## src/rtl/alu_seq_pkg.sv

```systemverilog
// Shared types for the ALU sequencer: opcode and state encodings, the flag
// bundle, and the binary ALU evaluation function.
package alu_seq_pkg;

    localparam int OP_LAST = 11;

    typedef enum logic [3:0] {
        OP_ADC  = 4'd0,
        OP_SBC  = 4'd1,
        OP_AND  = 4'd2,
        OP_ORA  = 4'd3,
        OP_EOR  = 4'd4,
        OP_CMP  = 4'd5,
        OP_ASL  = 4'd6,
        OP_LSR  = 4'd7,
        OP_ROL  = 4'd8,
        OP_ROR  = 4'd9,
        OP_INC  = 4'd10,
        OP_DEC  = 4'd11,
        OP_PASS = 4'd12
    } alu_op_e;

    typedef enum logic [2:0] {
        IDLE     = 3'd0,
        LOAD_ACC = 3'd1,
        LOAD_DB  = 3'd2,
        EXEC     = 3'd3,
        DADJ     = 3'd4,
        RESP     = 3'd5
    } seq_state_e;

    typedef struct packed {
        logic n;
        logic z;
        logic c;
        logic v;
    } alu_flags_t;

    typedef struct packed {
        logic [7:0] result;
        alu_flags_t flags;
    } alu_out_t;

    function automatic alu_out_t alu_exec(input alu_op_e op, input logic [7:0] a,
                                          input logic [7:0] b, input logic c_in);
        alu_out_t   o;
        logic [8:0] sum;
        logic [7:0] b_eff;
        o       = '0;
        o.flags.c = c_in;
        sum     = '0;
        b_eff   = (op == OP_SBC) ? ~b : b;
        case (op)
            OP_ADC, OP_SBC: begin
                sum       = {1'b0, a} + {1'b0, b_eff} + {8'd0, c_in};
                o.result  = sum[7:0];
                o.flags.c = sum[8];
                o.flags.v = (a[7] == b_eff[7]) && (sum[7] != a[7]);
            end
            OP_AND: o.result = a & b;
            OP_ORA: o.result = a | b;
            OP_EOR: o.result = a ^ b;
            OP_CMP: begin
                sum       = {1'b0, a} + {1'b0, ~b} + 9'd1;
                o.result  = sum[7:0];
                o.flags.c = sum[8];
            end
            OP_ASL: {o.flags.c, o.result} = {a, 1'b0};
            OP_LSR: {o.result, o.flags.c} = {1'b0, a};
            OP_ROL: {o.flags.c, o.result} = {a, c_in};
            OP_ROR: {o.result, o.flags.c} = {c_in, a};
            OP_INC: o.result = a + 8'd1;
            OP_DEC: o.result = a - 8'd1;
            default: o.result = a;
        endcase
        o.flags.n = o.result[7];
        o.flags.z = (o.result == 8'd0);
        return o;
    endfunction

endpackage

```

## src/rtl/bcd_adjust.sv

```systemverilog
// Decimal correction for ADC/SBC; recomputes the binary sum from the
// captured operands and applies the nibble corrections.
module bcd_adjust (
    input  logic       is_sub,
    input  logic [7:0] a,
    input  logic [7:0] b,
    input  logic       c_in,
    output logic [7:0] result,
    output logic       carry
);
    logic [7:0] b_eff;
    logic [4:0] lo_sum;
    logic [8:0] bin_sum;
    logic [8:0] adj;

    always_comb begin
        b_eff   = is_sub ? ~b : b;
        lo_sum  = {1'b0, a[3:0]} + {1'b0, b_eff[3:0]} + {4'd0, c_in};
        bin_sum = {1'b0, a} + {1'b0, b_eff} + {8'd0, c_in};
        adj     = bin_sum;
        carry   = bin_sum[8];
        if (!is_sub) begin
            if (bin_sum[3:0] > 4'd9 || lo_sum[4])
                adj = adj + 9'h006;
            // high check uses the low-corrected value so a 0x9A-style sum rolls over
            if (adj > 9'h09F || bin_sum[8]) begin
                adj   = adj + 9'h060;
                carry = 1'b1;
            end
        end else begin
            if (!lo_sum[4])
                adj = adj - 9'h006;
            if (!bin_sum[8])
                adj = adj - 9'h060;
        end
        result = adj[7:0];
    end
endmodule

```

## src/rtl/alu_sequencer.sv

```systemverilog
// Sequences one ALU operation per request through acc/db load strobes and a
// compute step. Optional decimal adjust enabled by defining ALU_DECIMAL_EN.
//
// state    | meaning
// IDLE     | req_ready high, waiting for a request
// LOAD_ACC | acc_to_alu_xfer strobe, captured A on alu_acc_data
// LOAD_DB  | instruction_decode_in strobe, captured B on alu_db_data
// EXEC     | compute_step strobe, binary result/flags registered
// DADJ     | decimal correction of ADC/SBC result
// RESP     | rsp_valid held until rsp_ready
module alu_sequencer
    import alu_seq_pkg::*;
#(
    parameter int OP_W = 4
) (
    input  logic            clk,
    input  logic            reset,
    input  logic            req_valid,
    output logic            req_ready,
    input  logic [OP_W-1:0] req_op,
    input  logic [7:0]      req_a,
    input  logic [7:0]      req_b,
    input  logic            req_c,
    input  logic            req_d,
    output logic            acc_to_alu_xfer,
    output logic            instruction_decode_in,
    output logic            compute_step,
    output logic [7:0]      alu_acc_data,
    output logic [7:0]      alu_db_data,
    output logic            rsp_valid,
    input  logic            rsp_ready,
    output logic [7:0]      rsp_result,
    output logic            rsp_n,
    output logic            rsp_z,
    output logic            rsp_c,
    output logic            rsp_v
);
    seq_state_e      state;
    logic [OP_W-1:0] op_q;
    logic [7:0]      a_q;
    logic [7:0]      b_q;
    logic            c_q;
    alu_op_e         op_sel;
    alu_out_t        alu_o;
    alu_flags_t      rsp_flags;
    logic            dec_apply;
    logic [7:0]      bcd_result;
    logic            bcd_carry;

    assign req_ready = (state == IDLE) && !reset;
    assign rsp_n = rsp_flags.n;
    assign rsp_z = rsp_flags.z;
    assign rsp_c = rsp_flags.c;
    assign rsp_v = rsp_flags.v;

    // Opcodes above the defined set (including wide OP_W values) pass A through.
    always_comb begin
        op_sel = OP_PASS;
        if (op_q <= OP_W'(OP_LAST))
            op_sel = alu_op_e'(op_q[3:0]);
        alu_o = alu_exec(op_sel, a_q, b_q, c_q);
    end

`ifdef ALU_DECIMAL_EN
    logic d_q;

    always_ff @(posedge clk) begin
        if (reset)
            d_q <= 1'b0;
        else if (req_valid && state == IDLE)
            d_q <= req_d;
    end

    assign dec_apply = d_q && (op_sel == OP_ADC || op_sel == OP_SBC);

    bcd_adjust u_bcd_adjust (
        .is_sub (op_sel == OP_SBC),
        .a      (a_q),
        .b      (b_q),
        .c_in   (c_q),
        .result (bcd_result),
        .carry  (bcd_carry)
    );
`else
    logic unused_req_d;

    assign unused_req_d = req_d;
    assign dec_apply    = 1'b0;
    assign bcd_result   = alu_o.result;
    assign bcd_carry    = alu_o.flags.c;
`endif

    always_ff @(posedge clk) begin
        if (reset) begin
            state                 <= IDLE;
            op_q                  <= '0;
            a_q                   <= 8'd0;
            b_q                   <= 8'd0;
            c_q                   <= 1'b0;
            acc_to_alu_xfer       <= 1'b0;
            instruction_decode_in <= 1'b0;
            compute_step          <= 1'b0;
            alu_acc_data          <= 8'd0;
            alu_db_data           <= 8'd0;
            rsp_valid             <= 1'b0;
            rsp_result            <= 8'd0;
            rsp_flags             <= '0;
        end else begin
            acc_to_alu_xfer       <= 1'b0;
            instruction_decode_in <= 1'b0;
            compute_step          <= 1'b0;
            case (state)
                IDLE: begin
                    if (req_valid) begin
                        op_q            <= req_op;
                        a_q             <= req_a;
                        b_q             <= req_b;
                        c_q             <= req_c;
                        alu_acc_data    <= req_a;
                        acc_to_alu_xfer <= 1'b1;
                        state           <= LOAD_ACC;
                    end
                end
                LOAD_ACC: begin
                    alu_db_data           <= b_q;
                    instruction_decode_in <= 1'b1;
                    state                 <= LOAD_DB;
                end
                LOAD_DB: begin
                    compute_step <= 1'b1;
                    state        <= EXEC;
                end
                EXEC: begin
                    rsp_result <= alu_o.result;
                    rsp_flags  <= alu_o.flags;
                    if (dec_apply) begin
                        state <= DADJ;
                    end else begin
                        rsp_valid <= 1'b1;
                        state     <= RESP;
                    end
                end
                DADJ: begin
                    // V keeps the binary overflow captured in EXEC
                    rsp_result  <= bcd_result;
                    rsp_flags.n <= bcd_result[7];
                    rsp_flags.z <= (bcd_result == 8'd0);
                    rsp_flags.c <= bcd_carry;
                    rsp_valid   <= 1'b1;
                    state       <= RESP;
                end
                RESP: begin
                    if (rsp_ready) begin
                        rsp_valid <= 1'b0;
                        state     <= IDLE;
                    end
                end
                default: state <= IDLE;
            endcase
        end
    end
endmodule

```

## config.mk

```make
export PLATFORM = sky130hd
export DESIGN_NAME = alu_sequencer
export DESIGN_NICKNAME = d
export VERILOG_FILES = /design/src/rtl/alu_seq_pkg.sv /design/src/rtl/bcd_adjust.sv /design/src/rtl/alu_sequencer.sv
export SDC_FILE = /design/constraint.sdc
export NUM_CORES = 1
export LEC_CHECK = 0
export CORE_MARGIN = 2
export CORE_UTILIZATION = 55
export DETAILED_ROUTE_END_ITERATION = 8
export GPL_TIMING_DRIVEN = 0
export PLACE_DENSITY = 0.84
export REMOVE_ABC_BUFFERS = 1
export SYNTH_ARGS = -nofsm -noshare
export SYNTH_HDL_FRONTEND = slang
export SYNTH_SLANG_ARGS = --single-unit
```

## constraint.sdc

```tcl
create_clock -name clk -period 4.64 [get_ports clk]
set_clock_uncertainty 0.15 [all_clocks]
set_input_delay 0.928 -clock clk [delete_from_list [all_inputs] [get_ports clk]]
set_output_delay 0.928 -clock clk [all_outputs]
set_load 0.02 [all_outputs]
```

==> results of run 1 <==
Yosys cell counts (5+ instances only):
master,count
nand2_1,64
dfxtp_1,47
nor2_1,44
a21oi_1,39
ha_1,32
inv_1,26
clkbuf_1,24
o21ai_0,19
mux2i_1,18
xnor2_1,16
nor2b_1,10
nand3_1,8
nand4_1,8
nor3_1,8
a211oi_1,7
nand2b_1,7
nand3b_1,7
o21a_1,7
a21o_1,6
nand4b_1,6
o22ai_1,6
buf_2,5
nor4_1,5
cells by family (layout without fill, tap and decap cells):
| group | Yosys count | in the layout |
|---|---|---|
| buffers and inverters | 60 | 92 |
| and+or+nand+nor | 192 | 192 |
| adders and majority gates | 35 | 35 |
| DFF | 47 | 47 |
| xor gates and xnor gates | 19 | 19 |
| AOI/OAI and AO/OA | 126 | 126 |
| muxes | 20 | 20 |
sequential cells by signal, summed over array words and instances (netlist names):
signal and cells:
alu_db_data 8, compute_step 1, acc_to_alu_xfer 1, rsp_v 1, instruction_decode_in 1, rsp_z 1
state 3, rsp_result 8, a_q 8, rsp_valid 1, c_q 1, op_q 4
b_q 8, rsp_c 1
layer usage:
layer  GRT usage  vias to the layer above  wire length, um
met4       0.105                        0              245
met2       0.444                      193             4940
met5           0                        -                0
met3      0.0379                       26              843
li1            -                     1848                -
met1       0.391                     1741             4520
cell usage in the layout (no fill, tap or decap), types with 7 or more instances in the layout:
cell,instances
clkdlybuf4s50_1,56
xnor2_1,16
nor2_1,43
nor2b_1,10
nand2_1,64
o21a_1,7
nand2b_1,7
nand4_1,8
dfxtp_1,44
nor3_1,8
o21ai_0,19
a211oi_1,7
nand3b_1,7
ha_1,32
inv_1,26
mux2i_1,18
a21oi_1,39
nand3_1,8
power groups by stage:
stage	combinational [W]	sequential, W	clock (W)
floorplan	0.000389	0.000530	0
global placement	0.000576	0.000529	0
detailed placement	0.000591	0.000532	0
CTS	0.000596	0.000523	0.000249
global route	0.000666	0.000534	0.000264
finish	0.000605	0.000526	0.000245
worst max-delay path by stage:
stage / from / endpoint / depth (start not counted)
global placement: op_q[0]$_SDFFE_PP0P_ / rsp_z$_SDFFE_PP0P_ / 13
detailed placement: op_q[0]$_SDFFE_PP0P_ / rsp_z$_SDFFE_PP0P_ / 13
floorplan: op_q[0]$_SDFFE_PP0P_ / rsp_z$_SDFFE_PP0P_ / 13
finish: op_q[0]$_SDFFE_PP0P_ / rsp_z$_SDFFE_PP0P_ / 12
CTS: op_q[1]$_SDFFE_PP0P_ / rsp_z$_SDFFE_PP0P_ / 13
global route: op_q[0]$_SDFFE_PP0P_ / rsp_z$_SDFFE_PP0P_ / 13
worst max-delay path, cell delays in order, from the launching register on:
cell       delay, ns
dfxtp_2         0.79
inv_1           0.37
nor2_4          0.40
xnor2_1         0.13
fa_1            0.40
fa_1            0.42
xnor2_1         0.15
a2111oi_0       0.52
o211ai_1        0.15
o21ai_0         0.22
nand4b_1        0.18
nor4_1          0.23
a31o_2          0.19
area by class of cell:
cell class                 count  share of cell area
multi-input combinational    392               0.595
inverter                      26              0.0219
clock inverter                 2             0.00281
sequential                    47               0.212
tap                           80              0.0225
timing repair buffer          58               0.129
clock buffer                   6              0.0163
through the flow:
stage / worst slack (ns) / utilization / instances / total power [W] / TNS, ns
after floorplan: 0.523 / - / 465 / 0.000919 / 0
after global placement: -0.472 / 0.642 / 602 / 0.00111 / -1.72
after detailed placement: -0.587 / 0.644 / 603 / 0.00112 / -2.35
after CTS: 0.101 / 0.657 / 611 / 0.00137 / 0
after global routing: 0.0179 / 0.658 / 611 / 0.00146 / 0
final: 0.280 / 0.658 / 611 / 0.00138 / 0
what timing repair did:
item / 4_1_cts / 5_1_grt
pin swaps: 0 / 0
endpoints found under the setup margin: 8 / 4
gates resized for setup: 2 / 3
==> flow_summary.yaml, run 1 <==
clock_tree:
  clkSinkCount: 47
  cts_tree: "yes"
  cts_setup_buffers: 0
  cts_htree_levels: 2
  clock_latency_ns: 0.30
  hold_buffers: 0
  cts_buffers: 5
  clock_tree.root_cell: "clkbuf_8"
  clk_pin_slew_ns: 0.08
  cts.path.max_buffers: 2
worst_hold_path:
  hp-start: "rsp_result[2]$_SDFFE_PP0P_"
  hp-class: "reg2reg"
  hold_path_depth: 2
  min_to: "rsp_result[2]$_SDFFE_PP0P_"
yosys:
  yosysSeqAreaShare: 0.247
  synth_fa_ha_area_frac: 0.121
  synth-compound-area-share: 0.217
  syn_avg_cell_area_um2: 7.64
  ys_ff_latch: 47
  synth-simple-area-share: 0.255
  synth_xor_area_frac: 0.0437
  synth_edf_count: 0
  synth.area.mux_share: 0.0532
  synth-main-ff-cell: "dfxtp_1"
  async_flop_share: 0
  ys.warnings.count: 0
  synth_top_family_by_area: "simple AND/OR/NAND/NOR gates"
  synth_top_area_cell: "dfxtp_1"
  synth_top_area_share: 0.247
  synth_area_leaders: "dfxtp_1 25%, ha_1 11%, nand2_1 6.3%"
  syn_inst: 499
  netlist_area_mm2: 0.00381
  synth_cell_type_count: 64
route:
  drtIter0Drc: 410
  antenna_left: 0
  routedWlPerCell_um: 17.3
  via_count: 3808
  drc: 0
  first_pass_iters: 5
  routed_wl_mm: 10.6
  via_per_inst: 6.23
global_route:
  grt_max_degree: 50
  overflow: 0
  grt_util_all_layers: 0.281
  grt_pass1_vias: 3472
  antenna_found_initial: 0
  grt_pass1_wl_mm: 17.0
sta:
  max_freq_mhz: 229
  min_period_over_period: 0.940
  slew_viol_final: 0
  hold_viol_final: 0
  grt_setup_unrepaired: "no"
  worst_pin_slew_ns: 1.42
  hold_ws_ns: 0.351
  slew_headroom: 0.0406
  setup_violations: 0
  layout_min_cycle_time_ns: 4.36
setup_path:
  startpoint_type: "register"
  reg2reg_to: "rsp_z$_SDFFE_PP0P_"
  cp.arrival_ns: 4.46
  cp-end-kind: "register"
  reg2reg_depth: 12
  criticalPathCategory: "reg2reg"
  r2r-start: "op_q[0]$_SDFFE_PP0P_"
  ff2ff_setup_slack_ns: 0.28
  required_ns: 4.74
  critPathMaxFanout: 38
floorplan:
  ios: 59
  design.core.area_mm2: 0.00676
  initial_utilization: 0.564
  die-area_mm2: 0.00761
  die_x_um: 87.2
  row_count: 30
  die_h_um: 87.2
placement:
  place_congestion: 0.969
  dp_hpwl_mm: 7.64
  dpl_cell_area_mm2: 0.00435
  port_buffers: 57
run:
  drv_cap: 0
pwr:
  seq_power_share: 0.382
  p_per_area_mw_per_mm2: 309
  p_switching_w: 0.000566
  power_frac_clock: 0.178
  comb_power_share: 0.440
  internal_power_w: 0.000810
  power_leakage_nw: 1.64
  vdd_drop_max_uv: 210
  switching_share: 0.411
status:
  status: "finished clean"
final_layout:
  final_area_mm2: 0.00445
  register_area_um2: 945
  fill_cells: 602
  layout-drive-gt1-share: 0.0414
  area_delta_synth_final_pct: 16.7
  multi_input_area_mm2: 0.00265
  antenna_cells: 0
  nets: 591
Power figures use the tool's default switching activity.
==> run 2: changes to the inputs <==
--- a/config.mk
+++ b/config.mk
@@ -14,3 +14,4 @@
 export SYNTH_ARGS = -nofsm -noshare
 export SYNTH_HDL_FRONTEND = slang
 export SYNTH_SLANG_ARGS = --single-unit
+export TNS_END_PERCENT = 100
==> results of run 2 <==
Same layout as run 1: the final DEF is identical, and so are final timing and power.
